<file path="src/rtl/fetch_unit.sv">
// -----------------------------------------------------------------------------
// fetch_unit
//   Instruction fetch stage sitting directly in front of the program ROM.
//   Keeps the program counter, reads one ROM word per cycle while the
//   downstream decoder keeps up, and holds the fetched word in a single-entry
//   instruction register that is offered to the decoder over valid/ready.
//   Supports branch redirect (with flush), a halt opcode and PC wrap-around.
//
// Ports
//   clk            in   rising-edge clock
//   rst            in   synchronous active-high reset
//   start          in   leave IDLE and begin fetching at the current PC
//   rom_addr       out  ROM word address (always the PC register)
//   rom_enable     out  ROM read strobe, high on cycles that fetch
//   rom_opcode     in   ROM word [31:16], combinational from rom_addr
//   rom_operand    in   ROM word [15:0], combinational from rom_addr
//   branch_taken   in   redirect request from execute
//   branch_target  in   redirect address
//   instr_valid    out  instruction register holds an instruction
//   instr_ready    in   decoder takes the instruction this cycle
//   instr_opcode   out  captured opcode
//   instr_operand  out  captured operand
//   instr_pc       out  address the captured instruction came from
//   halted         out  halt opcode fetched and instruction register drained
//   addr_fault     out  sticky flag: a branch target beyond PC_MAX was seen
// -----------------------------------------------------------------------------
module fetch_unit #(
  parameter int                    DATA_WIDTH  = 16,
  parameter logic [DATA_WIDTH-1:0] PC_MAX      = 16'd256,
  parameter logic [DATA_WIDTH-1:0] RESET_PC    = 16'd0,
  parameter logic [DATA_WIDTH-1:0] HALT_OPCODE = 16'hFFFF
) (
  input  logic                  clk,
  input  logic                  rst,
  input  logic                  start,
  output logic [DATA_WIDTH-1:0] rom_addr,
  output logic                  rom_enable,
  input  logic [DATA_WIDTH-1:0] rom_opcode,
  input  logic [DATA_WIDTH-1:0] rom_operand,
  input  logic                  branch_taken,
  input  logic [DATA_WIDTH-1:0] branch_target,
  output logic                  instr_valid,
  input  logic                  instr_ready,
  output logic [DATA_WIDTH-1:0] instr_opcode,
  output logic [DATA_WIDTH-1:0] instr_operand,
  output logic [DATA_WIDTH-1:0] instr_pc,
  output logic                  halted,
  output logic                  addr_fault
);

  typedef enum logic [1:0] {
    IDLE   = 2'd0,
    RUN    = 2'd1,
    HALTED = 2'd2
  } state_t;

  state_t state_q, state_d;

  logic [DATA_WIDTH-1:0] pc_p0;
  logic                  vld_p1;
  logic [DATA_WIDTH-1:0] opcode_p1;
  logic [DATA_WIDTH-1:0] operand_p1;
  logic [DATA_WIDTH-1:0] ipc_p1;
  logic                  fault_q;

  logic fetch;
  logic branch_act;
  logic target_bad;

  // Sequential PC advance; the last ROM word wraps back to address 0.
  function automatic logic [DATA_WIDTH-1:0] pc_incr(input logic [DATA_WIDTH-1:0] pc);
    return (pc == PC_MAX) ? '0 : pc + 1'b1;
  endfunction

  // Out-of-range redirect targets are clamped to address 0.
  function automatic logic [DATA_WIDTH-1:0] pc_redirect(input logic [DATA_WIDTH-1:0] tgt);
    return (tgt > PC_MAX) ? '0 : tgt;
  endfunction

  // A branch overrides fetch in the same cycle; HALTED ignores branches.
  assign branch_act = branch_taken && (state_q != HALTED);
  assign target_bad = branch_target > PC_MAX;
  assign fetch      = (state_q == RUN) && (!vld_p1 || instr_ready) && !branch_taken;

  always_comb begin
    state_d = state_q;
    case (state_q)
      IDLE:    if (start) state_d = RUN;
      RUN:     if (fetch && (rom_opcode == HALT_OPCODE)) state_d = HALTED;
      HALTED:  state_d = HALTED;
      default: state_d = IDLE;
    endcase
  end

  // Stage p0 -> p1: PC register feeds the ROM, ROM word lands in the IR.
  always_ff @(posedge clk) begin
    if (rst) begin
      state_q    <= IDLE;
      pc_p0      <= RESET_PC;
      vld_p1     <= 1'b0;
      opcode_p1  <= '0;
      operand_p1 <= '0;
      ipc_p1     <= '0;
      fault_q    <= 1'b0;
    end else begin
      state_q <= state_d;
      if (branch_act) begin
        // Flush: any instruction accepted this edge still completes, the rest
        // of the old stream is dropped.
        pc_p0  <= pc_redirect(branch_target);
        vld_p1 <= 1'b0;
        if (target_bad) fault_q <= 1'b1;
      end else if (fetch) begin
        opcode_p1  <= rom_opcode;
        operand_p1 <= rom_operand;
        ipc_p1     <= pc_p0;
        vld_p1     <= 1'b1;
        pc_p0      <= pc_incr(pc_p0);
      end else if (vld_p1 && instr_ready) begin
        vld_p1 <= 1'b0;
      end
    end
  end

  assign rom_addr      = pc_p0;
  assign rom_enable    = fetch;
  assign instr_valid   = vld_p1;
  assign instr_opcode  = opcode_p1;
  assign instr_operand = operand_p1;
  assign instr_pc      = ipc_p1;
  assign halted        = (state_q == HALTED) && !vld_p1;
  assign addr_fault    = fault_q;

endmodule

</file>
<file path="config.mk">
export PLATFORM = sky130hd
export DESIGN_NAME = fetch_unit
export DESIGN_NICKNAME = d
export VERILOG_FILES = /design/src/rtl/fetch_unit.sv
export SDC_FILE = /design/constraint.sdc
export NUM_CORES = 1
export LEC_CHECK = 0
export BUFFER_PORTS_ARGS = -buffer_cell sky130_fd_sc_hd__buf_4
export CAP_MARGIN = 20
export CORE_UTILIZATION = 49
export CTS_BUF_LIST = sky130_fd_sc_hd__clkbuf_8
export DETAILED_ROUTE_END_ITERATION = 8
export GPL_TIMING_DRIVEN = 0
export PLACE_DENSITY = 0.81
export SYNTH_ARGS = -nofsm -noshare
export SYNTH_HDL_FRONTEND = slang
export SYNTH_SLANG_ARGS = --single-unit
export TNS_END_PERCENT = 10
</file>
<file path="constraint.sdc">
create_clock -name clk -period 2.2 [get_ports clk]
set_input_delay 0.11 -clock clk [delete_from_list [all_inputs] [get_ports clk]]
set_output_delay 0.11 -clock clk [all_outputs]
set_load 0.01 [all_outputs]
</file>
## Yosys cells after proc, flatten, opt, wreduce, memory -nomap -nowiden

Index checks and enable logic that the tools add are counted.

- Flip-flop bits (word level): 68
- Output and inout bits: 68

- Mux-type cells: 9
- Equality and inequality tests: 7
- Reductions and logical operators: 16
- Bitwise gates (word level): 1
- Order comparisons: 1
- $add $sub $neg: 1

Operators with widths:

| operator | count |
|---|---|
| $mux 16 | 4 |
| $add 16x1->16 const B | 1 |
| $eq 16x16->1 const B | 1 |
| $eq 16x9->1 const B | 1 |
| $gt 16x9->1 const B | 1 |
| $logic_and 1x1->1 | 6 |
| $pmux 2 s3 | 1 |
| $reduce_and 2->1 | 3 |
| $mux 2 | 2 |
| $ne 2x2->1 const B | 2 |
| $reduce_bool 2->1 | 2 |
| $eq 2x1->1 const B | 1 |
| $eq 2x2->1 const B | 1 |
| $logic_not 1->1 | 2 |
| $logic_not 2->1 | 1 |
| $mux 1 | 2 |
| $ne 2x1->1 const B | 1 |
| $reduce_or 2->1 | 1 |
| $logic_or 1x1->1 | 1 |
| $not 1->1 | 1 |

## Longest topological paths before layout

- Depth in word-level cells: 7
- Mapped depth: 9

## Worst setup path after synthesis

No wires, ideal clock.

- Path kind: flip-flop to flip-flop
- Start point: register pc_p0[0], in the netlist rom_addr[0]
- End point: register pc_p0[4], in the netlist rom_addr[4]
- Setup time: 0.074 ns
- Arrival time: 2.008 ns
- Path buffers: 2
- Setup slack: 0.119 ns
- Period minus slack after synthesis: 2.081 ns
- Cell stages (with the launch flop): 10
- Cells stage by stage: dfxtp_1 inv_1 ha_1 nor4b_1 and4_1 buf_6 or3_1 buf_2 or3_1 o211ai_2

- Word-level cells in the longest chain between the ends: 4
- Elaborated cells on any way between the ends: 5
- Those cells by class: add/sub: 1; eq/ne: 1; mux: 3

RTL lines:

| item | RTL line | RTL |
|---|---|---|
| start: declaration | 59 | `logic [DATA_WIDTH-1:0] pc_p0;` |
| start signal: assignment | 110 | `pc_p0 <= pc_redirect(branch_target);` |
| start signal: assignment | 118 | `pc_p0 <= pc_incr(pc_p0);` |
| $add 16x1->16 or $eq 16x9->1 (tied branches) | 72 | `return (pc == PC_MAX) ? '0 : pc + 1'b1;` |
| $mux 16 (*) | 72 |  |
| $mux 16 (*) | 113 | `end else if (fetch) begin` |
| $mux 16 (*) | 107 | `if (branch_act) begin` |

Mark *: on every way between the ends. The rest lies on a longest branch, timed or not. The select of a mux whose other input is x is not followed.
A chain may end at the register's enable or synchronous reset.

## Worst setup path after layout

- Start point: register pc_p0[0], in the netlist rom_addr[0]
- End point: register pc_p0[8], in the netlist rom_addr[8]

The elaborated chain is that of the path after synthesis.

==> impl_metrics.env <==
export IMPL_die_area_um2=6220
export IMPL_finalCritPeriodShare=0.950
export IMPL_wl_mm=8.05
export IMPL_yosys_register_bits=68
export IMPL_peakVddDrop_v=0.000518
export IMPL_core_area_um2=5610
export IMPL_fin_crit_ns=2.09
export IMPL_finalPower_w=0.00293
export IMPL_regArea_um2=1370
export IMPL_setup_violations=0
export IMPL_port_buffers=120
export IMPL_synth_area_per_cell_um2=7.72
export IMPL_p_sw_frac=0.276
export IMPL_boundaryPins=121
export IMPL_grt_ovfl_total=0
export IMPL_leakage_nw=1.73
export IMPL_cts_sinks=68
export IMPL_fmaxAchievable_ghz=0.478
export IMPL_hold_path_class="in2reg"
export IMPL_drive_gt1_frac=0.310
export IMPL_tightest_slew_ns=0.849
export IMPL_vias=3180
export IMPL_die_h_um=78.9
export IMPL_yosys_warnings=0
export IMPL_clock_latency_ns=0.34
export IMPL_clockPowerShare=0.356
export IMPL_cts_tree="yes"
export IMPL_nFillCells=466
export IMPL_cts_max_path_buffers=2
export IMPL_grt_first_pass_wirelength_mm=13.2
export IMPL_postRouteAntennaNets=0
export IMPL_fin_area_um2=4190
export IMPL_crit_type="reg2reg"
export IMPL_dpl_cell_area_um2=3890
export IMPL_nNetsFinal=572
export IMPL_finalMaxSlewViolations=0
export IMPL_hold_viol_final=0
export IMPL_worst_endpoint_arrival_ns=2.37
export IMPL_power_switching_w=0.000810
export IMPL_antenna_found_initial=0
export IMPL_synth_fp_nets=433
export IMPL_avgViaCountPerCell=5.38
export IMPL_num_antenna_cells=0
export IMPL_start_util=0.517
export IMPL_clkTransAtPathRegs_ns=0.07
export IMPL_grt_max_degree=18
export IMPL_p_per_area_nw_per_um2=700
export IMPL_maxCapViolations=0
export IMPL_final_cell_mix="buf_4 (128), nand2_1 (115), dfxtp_1 (66)"
export IMPL_area_growth_pct=44.6
export IMPL_rsz0062_at_grt="false"
export IMPL_row_count=27
export IMPL_relSlewSlack=0.430
export IMPL_worstPathRequired_ns=2.48
export IMPL_internal_power_w=0.00212
export IMPL_cts_buffers=9
export IMPL_ys_types=43
export IMPL_routedWlPerCell_um=13.6
export IMPL_final_common_cell="buf_4"
export IMPL_multi_input_area_um2=1410
export IMPL_comb_power_share=0.191
export IMPL_grt_usage=0.268
export IMPL_synthesis_area_um2=2900
export IMPL_cts_htree_levels=3
export IMPL_outcome="completed"
export IMPL_die_x_um=78.9
export IMPL_ys_seq_area_frac=0.470
export IMPL_drcViolationCount=0
export IMPL_cp_end_kind="flop"
export IMPL_grt_pass1_vias=2921
export IMPL_first_pass_iters=5
export IMPL_finalWeightedCongestion=0.853
export IMPL_first_iter_violations=267
export IMPL_fin_skew_ns=0.00947
export IMPL_synthCells=375
export IMPL_crit_fanout=8
export IMPL_worstSetupStartpointType="flop"
export IMPL_place_hpwl_mm=5.77
export IMPL_seq_power_share=0.453
export IMPL_cts_root_buf="clkbuf_8"
==> logic make-up (layout without fill, tap and decap cells) <==
group           after synthesis  after routing  share of synthesized area
simple gates                181            181                      0.281
compound gates               86             86                      0.170
flops                        68             68                      0.470
buf+inv                      33            177                     0.0514
fa+ha+maj                     5              5                     0.0216
xor+xnor                      1              1                    0.00302
mux                           1              1                    0.00346
==> flip-flops by register name (all words and copies together) (netlist names) <==
register / cells
instr_valid: 1
rom_addr: 16
instr_pc: 16
addr_fault: 1
instr_operand: 16
state_q: 2
instr_opcode: 16
==> final cells by class <==
| type | count | area share |
|---|---|---|
| tap | 72 | 0.0215 |
| buffer | 21 | 0.0260 |
| timing repair buffer | 129 | 0.232 |
| clock buffer | 11 | 0.0362 |
| inverter | 11 | 0.00986 |
| multi-input combinational | 274 | 0.336 |
| clock inverter | 5 | 0.0122 |
| sequential | 68 | 0.327 |
==> path summary, 6_finish.rpt <==
| path | startpoint | endpoint | slack (ns) | depth (start not counted) |
|---|---|---|---|---|
| worst min-delay path | branch_target[5] | rom_addr[5]$_SDFFE_PP0P_ | 0.01 | 3 |
| worst max-delay path | rom_addr[0]$_SDFFE_PP0P_ | rom_addr[8]$_SDFFE_PP0P_ | 0.11 | 9 |
| worst min register to register | instr_opcode[8]$_SDFFE_PP0P_ | instr_opcode[8]$_SDFFE_PP0P_ | 0.45 | 2 |
| worst max register to register | rom_addr[0]$_SDFFE_PP0P_ | rom_addr[8]$_SDFFE_PP0P_ | 0.11 | 9 |
==> Yosys cell counts (all sizes together) <==
library cell / n / area, µm²
nor3b: 1 / 7.51
o21ai: 8 / 40.0
a21boi: 1 / 7.51
inv: 11 / 41.3
ha: 5 / 62.6
nand3b: 1 / 7.51
and3: 2 / 12.5
nor4b: 3 / 26.3
o211ai: 3 / 27.5
or4b: 1 / 10.0
dfxtp: 68 / 1360
a211oi: 2 / 15.0
xnor2: 1 / 8.76
and2: 1 / 6.26
buf: 6 / 47.5
o311ai: 1 / 8.76
or2: 2 / 12.5
nand2: 116 / 435
nand4: 6 / 37.5
mux2i: 1 / 10.0
o2111ai: 1 / 8.76
a31oi: 7 / 43.8
o21a: 1 / 7.51
a41oi: 1 / 8.76
a32oi: 1 / 8.76
nor3: 9 / 45.0
a221o: 1 / 10.0
o31ai: 1 / 7.51
nand3: 13 / 65.1
or3: 5 / 31.3
nor2b: 5 / 31.3
a21oi: 56 / 280
nor2: 7 / 26.3
and4: 1 / 8.76
a221oi: 1 / 8.76
a311oi: 1 / 8.76
nand2b: 4 / 25.0
clkbuf: 16 / 60.1
nor4: 4 / 25.0
==> worst max-delay path: stages, from the launching register on <==
cell and delay [ns]:
dfxtp_4 0.36, inv_1 0.05, ha_1 0.20, nor4b_1 0.14
and4_1 0.21, buf_6 0.14, or3_1 0.29, buf_2 0.17
or3_1 0.36, nand3_1 0.09
==> timing repair <==
| item | 4_1_cts | 5_1_grt |
|---|---|---|
| setup endpoints to repair | 11 | 54 |
| hold buffers | 2 | 0 |
| pin swaps | 0 | 1 |
| gates resized for setup | 3 | 13 |
| hold endpoints to repair | 2 | 0 |
| setup buffers | 0 | 6 |
==> power by group through the flow <==
stage                     Combinational [W]  Clock, W  Sequential, W
after floorplan                    0.000256         0        0.00138
after global placement             0.000519         0        0.00136
after detailed placement           0.000531         0        0.00136
after CTS                          0.000536   0.00106        0.00133
after global routing               0.000622   0.00111        0.00134
final                              0.000559   0.00104        0.00133
==> stage by stage <==
step / instances / utilization / hold slack (ns) / worst slack [ns] / TNS [ns]
floorplan: 375 / - / 0.228 / 0.119 / 0
global placement: 567 / 0.693 / 0.332 / -0.136 / -0.703
detailed placement: 567 / 0.693 / 0.328 / -0.182 / -1.10
CTS: 584 / 0.734 / 0.00275 / 0.0204 / 0
global route: 591 / 0.747 / 0.00856 / 0.00431 / 0
finish: 591 / 0.747 / 0.0133 / 0.109 / 0
==> metal layers <==
layer	vias up	track usage	wire length (µm)	part of all wire
li1	1560	-	-	-
met1	1480	0.321	3330	0.41
met2	125	0.447	3980	0.49
met3	15	0.0690	583	0.072
met4	0	0.127	153	0.019
met5	-	0	0	0
No activity file was read; power rests on OpenSTA's default activity.
